$ cat config.mk
export PLATFORM = sky130hd
export DESIGN_NAME = inert_fusion
export DESIGN_NICKNAME = d
export VERILOG_FILES = /design/src/rtl/inert_fusion_pkg.sv /design/src/rtl/inert_fusion_axis_integ.sv /design/src/rtl/inert_fusion.sv
export SDC_FILE = /design/constraint.sdc
export NUM_CORES = 1
export LEC_CHECK = 0
export BUFFER_PORTS_ARGS = -buffer_cell sky130_fd_sc_hd__buf_2
export CORE_UTILIZATION = 31
export CTS_CLUSTER_DIAMETER = 60
export DETAILED_ROUTE_END_ITERATION = 7
export GPL_TIMING_DRIVEN = 0
export PLACE_DENSITY = 0.53
export SLEW_MARGIN = 15
export SYNTH_ARGS = -nofsm -noshare
export SYNTH_HDL_FRONTEND = slang
export SYNTH_HIERARCHICAL = 1
export SYNTH_SLANG_ARGS = --single-unit
$ cat constraint.sdc
create_clock -name clk -period 9.3 [get_ports clk]
set_input_delay 1.86 -clock clk [delete_from_list [all_inputs] [get_ports clk]]
set_output_delay 1.86 -clock clk [all_outputs]
set_load 0.01 [all_outputs]
$ cat src/rtl/inert_fusion_pkg.sv
// Shared types and constants for the rate-to-angle fusion engine.
// CAL_SHIFT is derived from FAST_SIM so simulation can calibrate on 256 samples.
package inert_pkg;

   typedef enum logic [1:0] {IDLE, CAL, RUN} state_t;

   localparam int FUSION = 512;
   localparam int ACC_W  = 27;
   localparam int INT_W  = 27;
   localparam int ANG_W  = 16;
   localparam int CNT_W  = 11;

   function automatic int cal_shift(input int fast_sim);
      return (fast_sim != 0) ? 8 : 11;
   endfunction

endpackage

$ cat src/rtl/inert_fusion_axis_integ.sv
// One axis: gyro offset calibration, offset-corrected saturating rate,
// 27-bit wrapping integrator with an optional complementary-fusion nudge.
module axis_integ
   import inert_pkg::*;
#(
   parameter bit FUSE_EN   = 1'b1,
   parameter int CAL_SHIFT = 8
) (
   input  logic                    clk,
   input  logic                    rst_n,
   input  logic                    clr_i,
   input  logic                    cal_smp_i,
   input  logic                    cal_fin_i,
   input  logic                    run_smp_i,
   input  logic signed [ANG_W-1:0] rt_i,
   input  logic signed [ANG_W-1:0] ref_i,
   output logic signed [ANG_W-1:0] ang_o
);

   localparam logic signed [INT_W-1:0] FUSE_P = INT_W'(FUSION);

   logic signed [ACC_W-1:0] acc_q, acc_d, acc_sum;
   logic signed [ANG_W-1:0] off_q, off_d;
   logic signed [INT_W-1:0] integ_q, integ_d, fuse;
   logic signed [ANG_W-1:0] comp;

   function automatic logic signed [ANG_W-1:0] sat16(input logic signed [ANG_W:0] v);
      if (v > 17'sd32767)
         return 16'sh7FFF;
      else if (v < -17'sd32768)
         return 16'sh8000;
      return v[ANG_W-1:0];
   endfunction

   assign ang_o   = integ_q[INT_W-1 -: ANG_W];
   assign acc_sum = acc_q + ACC_W'(rt_i);
   assign comp    = sat16(17'(rt_i) - 17'(off_q));

   always_comb begin
      fuse = '0;
      if (FUSE_EN) begin
         if (ang_o < ref_i)
            fuse = FUSE_P;
         else if (ang_o > ref_i)
            fuse = -FUSE_P;
      end
   end

   // The final calibration sample is included in the average.
   always_comb begin
      acc_d   = acc_q;
      off_d   = off_q;
      integ_d = integ_q;
      if (clr_i)
         acc_d = '0;
      else if (cal_smp_i)
         acc_d = acc_sum;
      if (cal_fin_i) begin
         off_d   = ANG_W'(acc_sum >>> CAL_SHIFT);
         integ_d = '0;
      end else if (run_smp_i) begin
         integ_d = integ_q + INT_W'(comp) + fuse;
      end
   end

   always_ff @(posedge clk or negedge rst_n) begin
      if (!rst_n) begin
         acc_q   <= '0;
         off_q   <= '0;
         integ_q <= '0;
      end else begin
         acc_q   <= acc_d;
         off_q   <= off_d;
         integ_q <= integ_d;
      end
   end

endmodule

$ cat src/rtl/inert_fusion.sv
// Top: IDLE/CAL/RUN sequencing, calibration sample counter and the
// ang_vld / cal_done pulses around three per-axis integrators.
module inert_fusion
   import inert_pkg::*;
#(
   parameter int FAST_SIM = 1
) (
   input  logic                    clk,
   input  logic                    rst_n,
   input  logic                    strt_cal,
   input  logic                    vld,
   input  logic signed [ANG_W-1:0] ptch_rt,
   input  logic signed [ANG_W-1:0] roll_rt,
   input  logic signed [ANG_W-1:0] yaw_rt,
   input  logic signed [ANG_W-1:0] ax,
   input  logic signed [ANG_W-1:0] ay,
   output logic signed [ANG_W-1:0] ptch,
   output logic signed [ANG_W-1:0] roll,
   output logic signed [ANG_W-1:0] yaw,
   output logic                    ang_vld,
   output logic                    cal_done
);

   localparam int CAL_SHIFT = cal_shift(FAST_SIM);
   localparam logic [CNT_W-1:0] CAL_LAST = CNT_W'((1 << CAL_SHIFT) - 1);

   state_t           state_q;
   logic [CNT_W-1:0] cnt_q;
   logic             ang_vld_q, cal_done_q;
   logic             cal_smp, cal_fin, run_smp;

   // strt_cal outranks a coincident vld, so that sample never reaches an axis.
   assign cal_smp = vld && !strt_cal && (state_q == CAL);
   assign cal_fin = cal_smp && (cnt_q == CAL_LAST);
   assign run_smp = vld && !strt_cal && (state_q == RUN);

   assign ang_vld  = ang_vld_q;
   assign cal_done = cal_done_q;

   always_ff @(posedge clk or negedge rst_n) begin
      if (!rst_n) begin
         state_q    <= IDLE;
         cnt_q      <= '0;
         ang_vld_q  <= 1'b0;
         cal_done_q <= 1'b0;
      end else begin
         ang_vld_q  <= run_smp;
         cal_done_q <= cal_fin;
         if (strt_cal) begin
            state_q <= CAL;
            cnt_q   <= '0;
         end else begin
            case (state_q)
               CAL: begin
                  if (cal_fin) begin
                     state_q <= RUN;
                     cnt_q   <= '0;
                  end else if (cal_smp) begin
                     cnt_q <= cnt_q + 1'b1;
                  end
               end
               default: ;
            endcase
         end
      end
   end

   axis_integ #(.FUSE_EN(1'b1), .CAL_SHIFT(CAL_SHIFT)) u_ptch (
      .clk(clk), .rst_n(rst_n), .clr_i(strt_cal), .cal_smp_i(cal_smp),
      .cal_fin_i(cal_fin), .run_smp_i(run_smp), .rt_i(ptch_rt), .ref_i(ay),
      .ang_o(ptch)
   );

   axis_integ #(.FUSE_EN(1'b1), .CAL_SHIFT(CAL_SHIFT)) u_roll (
      .clk(clk), .rst_n(rst_n), .clr_i(strt_cal), .cal_smp_i(cal_smp),
      .cal_fin_i(cal_fin), .run_smp_i(run_smp), .rt_i(roll_rt), .ref_i(ax),
      .ang_o(roll)
   );

   axis_integ #(.FUSE_EN(1'b0), .CAL_SHIFT(CAL_SHIFT)) u_yaw (
      .clk(clk), .rst_n(rst_n), .clr_i(strt_cal), .cal_smp_i(cal_smp),
      .cal_fin_i(cal_fin), .run_smp_i(run_smp), .rt_i(yaw_rt), .ref_i(16'sd0),
      .ang_o(yaw)
   );

endmodule

## After elaboration in Yosys (flattened, before gate mapping)

Index checks and enable logic that the tools add are counted.

- Bits in latches: 0
- Memory bits (writable): 0
- Register bits: 225
- ROM bits: 0
- Memories: 0
- Bits of input ports: 84

- Add/sub/neg operators: 12
- Bitwise logic cells: 0
- Reductions and logical operators: 12
- Eq/ne operators: 3
- $lt $le $gt $ge: 10
- Muxes and demuxes: 38
- Shifts and indexed selects: 0
- Div/mod/pow operators: 0
- Multipliers: 0

Operators by type and width:

| kind | count |
|---|---|
| two-way mux 27 bit | 16 |
| adder 27 x 16 -> 27 bit | 6 |
| two-way mux 16 bit | 9 |
| adder 27 bit | 2 |
| > comparator 17 x 16 -> 1 bit (second input constant) | 3 |
| < comparator 17 x 16 -> 1 bit (second input constant) | 3 |
| subtractor 16 x 16 -> 17 bit | 3 |
| two-way mux 11 bit | 4 |
| > comparator 16 bit | 2 |
| < comparator 16 bit | 2 |
| adder 11 x 1 -> 11 bit (second input constant) | 1 |
| == test 11 x 8 -> 1 bit (second input constant) | 1 |
| nonzero test 2 bit | 4 |
| two-way mux 1 bit | 6 |
| two-way mux 2 bit | 3 |
| logical AND 1 bit | 4 |
| AND reduction 2 bit | 2 |
| nonzero test 3 bit | 1 |
| == test 2 x 1 -> 1 bit (second input constant) | 1 |
| == test 2 bit (second input constant) | 1 |
| logical NOT 1 bit | 1 |

## Depth between registers and ports, before layout

- Depth in word-level cells: 9
- Depth in mapped cells: 25
- Gate-level depth less buffers: 24

## Hierarchy

Netlist, hierarchy kept.

By module, submodules not included:

| module | times used | seq. area each (µm²) | cells an instance | area an instance (µm²) |
|---|---|---|---|---|
| axis_integ (u_roll) | 1 | 1676.6 | 789 | 7024.2 |
| axis_integ (u_ptch) | 1 | 1676.6 | 798 | 6989.2 |
| axis_integ (u_yaw) | 1 | 1676.6 | 706 | 6128.4 |
| inert_fusion | 1 | 375.4 | 72 | 757.0 |

## Worst setup path after synthesis

OpenSTA, ideal clock, no wires.

- Path kind: input -> register
- From: in ay[12]
- To: reg u_ptch.integ_q[26]
- Arrival: 7932 ps
- Library setup time: 78 ps
- Setup slack: 1290 ps
- Path buffers: 0
- Stages: 20
- Cells stage by stage: inv_1 > ha_1 > and3_1 > nand4_1 > nor2_1 > a21oi_1 > a311oi_1 > inv_1 > fa_1 > inv_1 > ha_1 > o21a_1 > o21ai_0 > o21a_1 > nor2_1 > a21oi_1 > o2111ai_1 > xnor3_1 > or3_1 > a21oi_1

- Cells in the longest elaborated chain, start to end: 6
- Elaborated cells between the ends (all ways): 7
- Those cells by class: add/sub: 1; order compare: 2; mux: 4

Ends and longest elaborated chain:

| what | RTL line | text |
|---|---|---|
| from (decl) | inert_fusion.sv:16 | `input logic signed [ANG_W-1:0] ay,` |
| > comparator 16 bit | inert_fusion_axis_integ.sv:44 | `else if (ang_o > ref_i)` |
| two-way mux 27 bit | inert_fusion_axis_integ.sv:44 |  |
| two-way mux 27 bit * | inert_fusion_axis_integ.sv:42 | `if (ang_o < ref_i)` |
| adder 27 bit * | inert_fusion_axis_integ.sv:62 | `integ_d = integ_q + INT_W'(comp) + fuse;` |
| two-way mux 27 bit * | inert_fusion_axis_integ.sv:61 | `end else if (run_smp_i) begin` |
| two-way mux 27 bit * | inert_fusion_axis_integ.sv:58 | `if (cal_fin_i) begin` |
| to (signal assigned) | inert_fusion_axis_integ.sv:74 | `integ_q <= integ_d;` |
| to (decl) | inert_fusion_axis_integ.sv:24 | `logic signed [INT_W-1:0] integ_q, integ_d, fuse;` |

Mark *: on every way between the ends. The rest lies on a longest branch, timed or not. The select of a mux whose other input is x is not followed.
A chain may end at the register's enable or synchronous reset.

## Final worst setup path

- From: in ptch_rt[0]
- To: reg u_ptch.integ_q[25]

- Cells in the longest elaborated chain, start to end: 9
- Elaborated cells between the ends (all ways): 11
- Those cells by class: add/sub: 3; order compare: 2; mux: 6

Ends and longest elaborated chain:

| what | RTL line | text |
|---|---|---|
| from (decl) | inert_fusion.sv:12 | `input logic signed [ANG_W-1:0] ptch_rt,` |
| subtractor 16 x 16 -> 17 bit * | inert_fusion_axis_integ.sv:37 | `assign comp = sat16(17'(rt_i) - 17'(off_q));` |
| < comparator 17 x 16 -> 1 bit | inert_fusion_axis_integ.sv:30 | `else if (v < -17'sd32768)` |
| two-way mux 1 bit | inert_fusion_axis_integ.sv:30 |  |
| two-way mux 1 bit | inert_fusion_axis_integ.sv:28 | `if (v > 17'sd32767)` |
| two-way mux 16 bit * | inert_fusion_axis_integ.sv:32 | `return v[ANG_W-1:0];` |
| adder 27 x 16 -> 27 bit * | inert_fusion_axis_integ.sv:62 |  |
| adder 27 bit * | inert_fusion_axis_integ.sv:62 |  |
| two-way mux 27 bit * | inert_fusion_axis_integ.sv:61 |  |
| two-way mux 27 bit * | inert_fusion_axis_integ.sv:58 |  |

Marked as above.

==> impl_metrics.yaml <==
outcome:
  status: "finished clean"
cts:
  cts.clk_slew.worst_paths_ns: 0.05
  worstSkewPairLatency_ns: 0.56
  cts_resized: 0
  cts_made_buffers: 40
  cts_tree: "done"
  clock-sinks: 216
  cts.path.max_buffers: 3
  postCtsSetupRepairBufs: 0
  htreeDepth: 2
  cts.hold.buffers_added: 0
  cts-root-buf: "clkbuf_16"
final_layout:
  final_cell_area_um2: 24100
  final_common_cell: "ha_1"
  layout-drive-gt1-share: 0.127
  final_cell_mix: "245 x ha_1, 237 x nor2_1, 216 x dfrtp_1, 178 x a21oi_1, 164 x inv_1"
  stdcell_count: 3439
  nets: 2916
  antenna_cells: 0
  area_growth_pct: 15.4
synth:
  synthCells: 2364
  synth_fp_nets: 2736
  syn_area_um2: 20900
  yosys_warnings: 6
  synth.avg_cell_area_um2: 8.84
global_route:
  grt-ovfl-total: 0
  grt_max_degree: 89
  grt.busiest_layer: "met2"
  met2_usage: 0.284
  antenna_found_initial: 3
  first_global_vias: 17763
  grtUsageMet1: 0.228
  met3_usage: 0.0264
  track_usage: 0.171
  grt_pass1_wl_um: 93900
worst_setup_path:
  critPathRequiredTime_ns: 9.76
  critPathLaunch: "ptch_rt[0]"
  crit_fanout: 10
  crit_path_start_kind: "primary input"
  r2r_start: "u_ptch/off_q[0]"
  end_kind: "flop"
  reg2reg_slack_ns: 2.74
  worstSetupPathType: "primary input to flop"
  arrival_ns: 8.13
detailed_routing:
  drc_errors: 0
  avgRoutedWirePerCell_um: 17.0
  viasPerCell: 5.20
  vias: 17875
  antenna_left: 0
  firstDrtPassIters: 5
  wirelength_um: 58500
  drtIter0Drc: 1072
placed_design:
  dp.cells: 3366
  hpwl_um: 45300
  place_area_um2: 22800
  place.port_buffers: 133
  gp_congestion: 0.876
floorplan:
  die_h_um: 262
  core_area_um2: 66200
  start_util: 0.316
  rows: 94
  io_pins: 134
  die_w_um: 262
  fp.dieArea_um2: 68400
timing:
  relSlewSlack: 0.363
  fmaxAchievable_ghz: 0.130
  tightestPinTransition_ns: 0.931
  finalCriticalPeriod_ns: 7.67
  slew_violations: 0
  fin_worst_skew_ns: 0.0165
  finalHoldViolations: 0
  rsz0062_at_grt: "no"
  finalSetupViolations: 0
  tns_ns: 0
  period_share: 0.825
worst_hold_path:
  worstHoldStart: "u_roll/off_q[13]"
  min_path_type: "flop to flop"
power_and_ir_drop:
  power.density_nw_per_um2: 200
  cellLeakagePower_nw: 11.6
  irDropWorstVdd_uv: 132
run:
  drv_cap: 0
-- layer usage --
| layer | up-vias | share of wire |
|---|---|---|
| li1 | 8862 | - |
| met1 | 8550 | 0.47 |
| met2 | 358 | 0.46 |
| met3 | 103 | 0.044 |
| met4 | 2 | 0.025 |
| met5 | - | 0.00017 |
-- sequential cells by signal, indices dropped and copies added (netlist names) --
signal	cells
u_ptch/integ_q	27
u_roll/integ_q	27
u_yaw/integ_q	27
u_ptch/acc_q	24
u_roll/acc_q	24
u_yaw/acc_q	24
u_ptch/off_q	16
u_roll/off_q	16
u_yaw/off_q	16
cnt_q	11
state_q	2
ang_vld	1
cal_done	1
-- per-stage QoR --
| stage | util | worst slack, ns | power [mW] | hold slack (ns) |
|---|---|---|---|---|
| 2_1_floorplan | - | 1.29 | 2.79 | 0.463 |
| 3_3_place_gp | 0.342 | -0.311 | 3.26 | 0.477 |
| 3_5_place_dp | 0.344 | 1.21 | 3.31 | 0.497 |
| 4_1_cts | 0.364 | 1.77 | 4.88 | 0.509 |
| 5_1_grt | 0.364 | 1.41 | 5.21 | 0.525 |
| 6_report | 0.364 | 1.63 | 4.82 | 0.514 |
-- worst max-delay path, cell delays in order --
cell and delay (ns):
buf_2 0.11, inv_1 0.05, ha_1 0.18, fa_1 0.27
nor2b_4 0.05, o31a_1 0.28, nor4_2 0.33, o21ai_2 0.14
a2111oi_2 0.43, a211oi_4 0.14, buf_2 0.22, maj3_1 0.35
ha_1 0.28, ha_1 0.24, fa_1 0.42, a21o_1 0.20
a21oi_1 0.28, o21ai_0 0.18, a2111oi_0 0.87, nor3_1 0.16
nor4_1 0.45, o21ai_0 0.19, xnor2_1 0.16, a211oi_1 0.25
-- layout make-up --
| cell class | count | area (um2) |
|---|---|---|
| Buffer | 116 | 636 |
| Clock buffer | 55 | 1160 |
| Clock inverter | 18 | 200 |
| Fill cell | 6748 | 42100 |
| Inverter | 164 | 616 |
| Multi-Input combinational cell | 1868 | 14300 |
| Sequential cell | 216 | 5410 |
| Tap cell | 864 | 1080 |
| Timing Repair Buffer | 138 | 758 |
-- power breakdown --
group	leakage, nW	internal (mW)	switching, mW
logic	8.24	0.973	1.24
registers	2.71	1.01	0.0860
clock network	0.655	0.957	0.550
total	11.6	2.94	1.88
-- final timing paths --
check                                          end  cells after the start
max in group asynchronous          u_roll/off_q[9]                      2
worst min-delay path              u_roll/off_q[13]                      1
worst max register to register  u_ptch/integ_q[25]                     22
min in group asynchronous           u_yaw/acc_q[4]                      1
worst min register to register    u_roll/off_q[13]                      1
worst max-delay path            u_ptch/integ_q[25]                     24
Note: power is estimated with default switching activity, not from simulation.
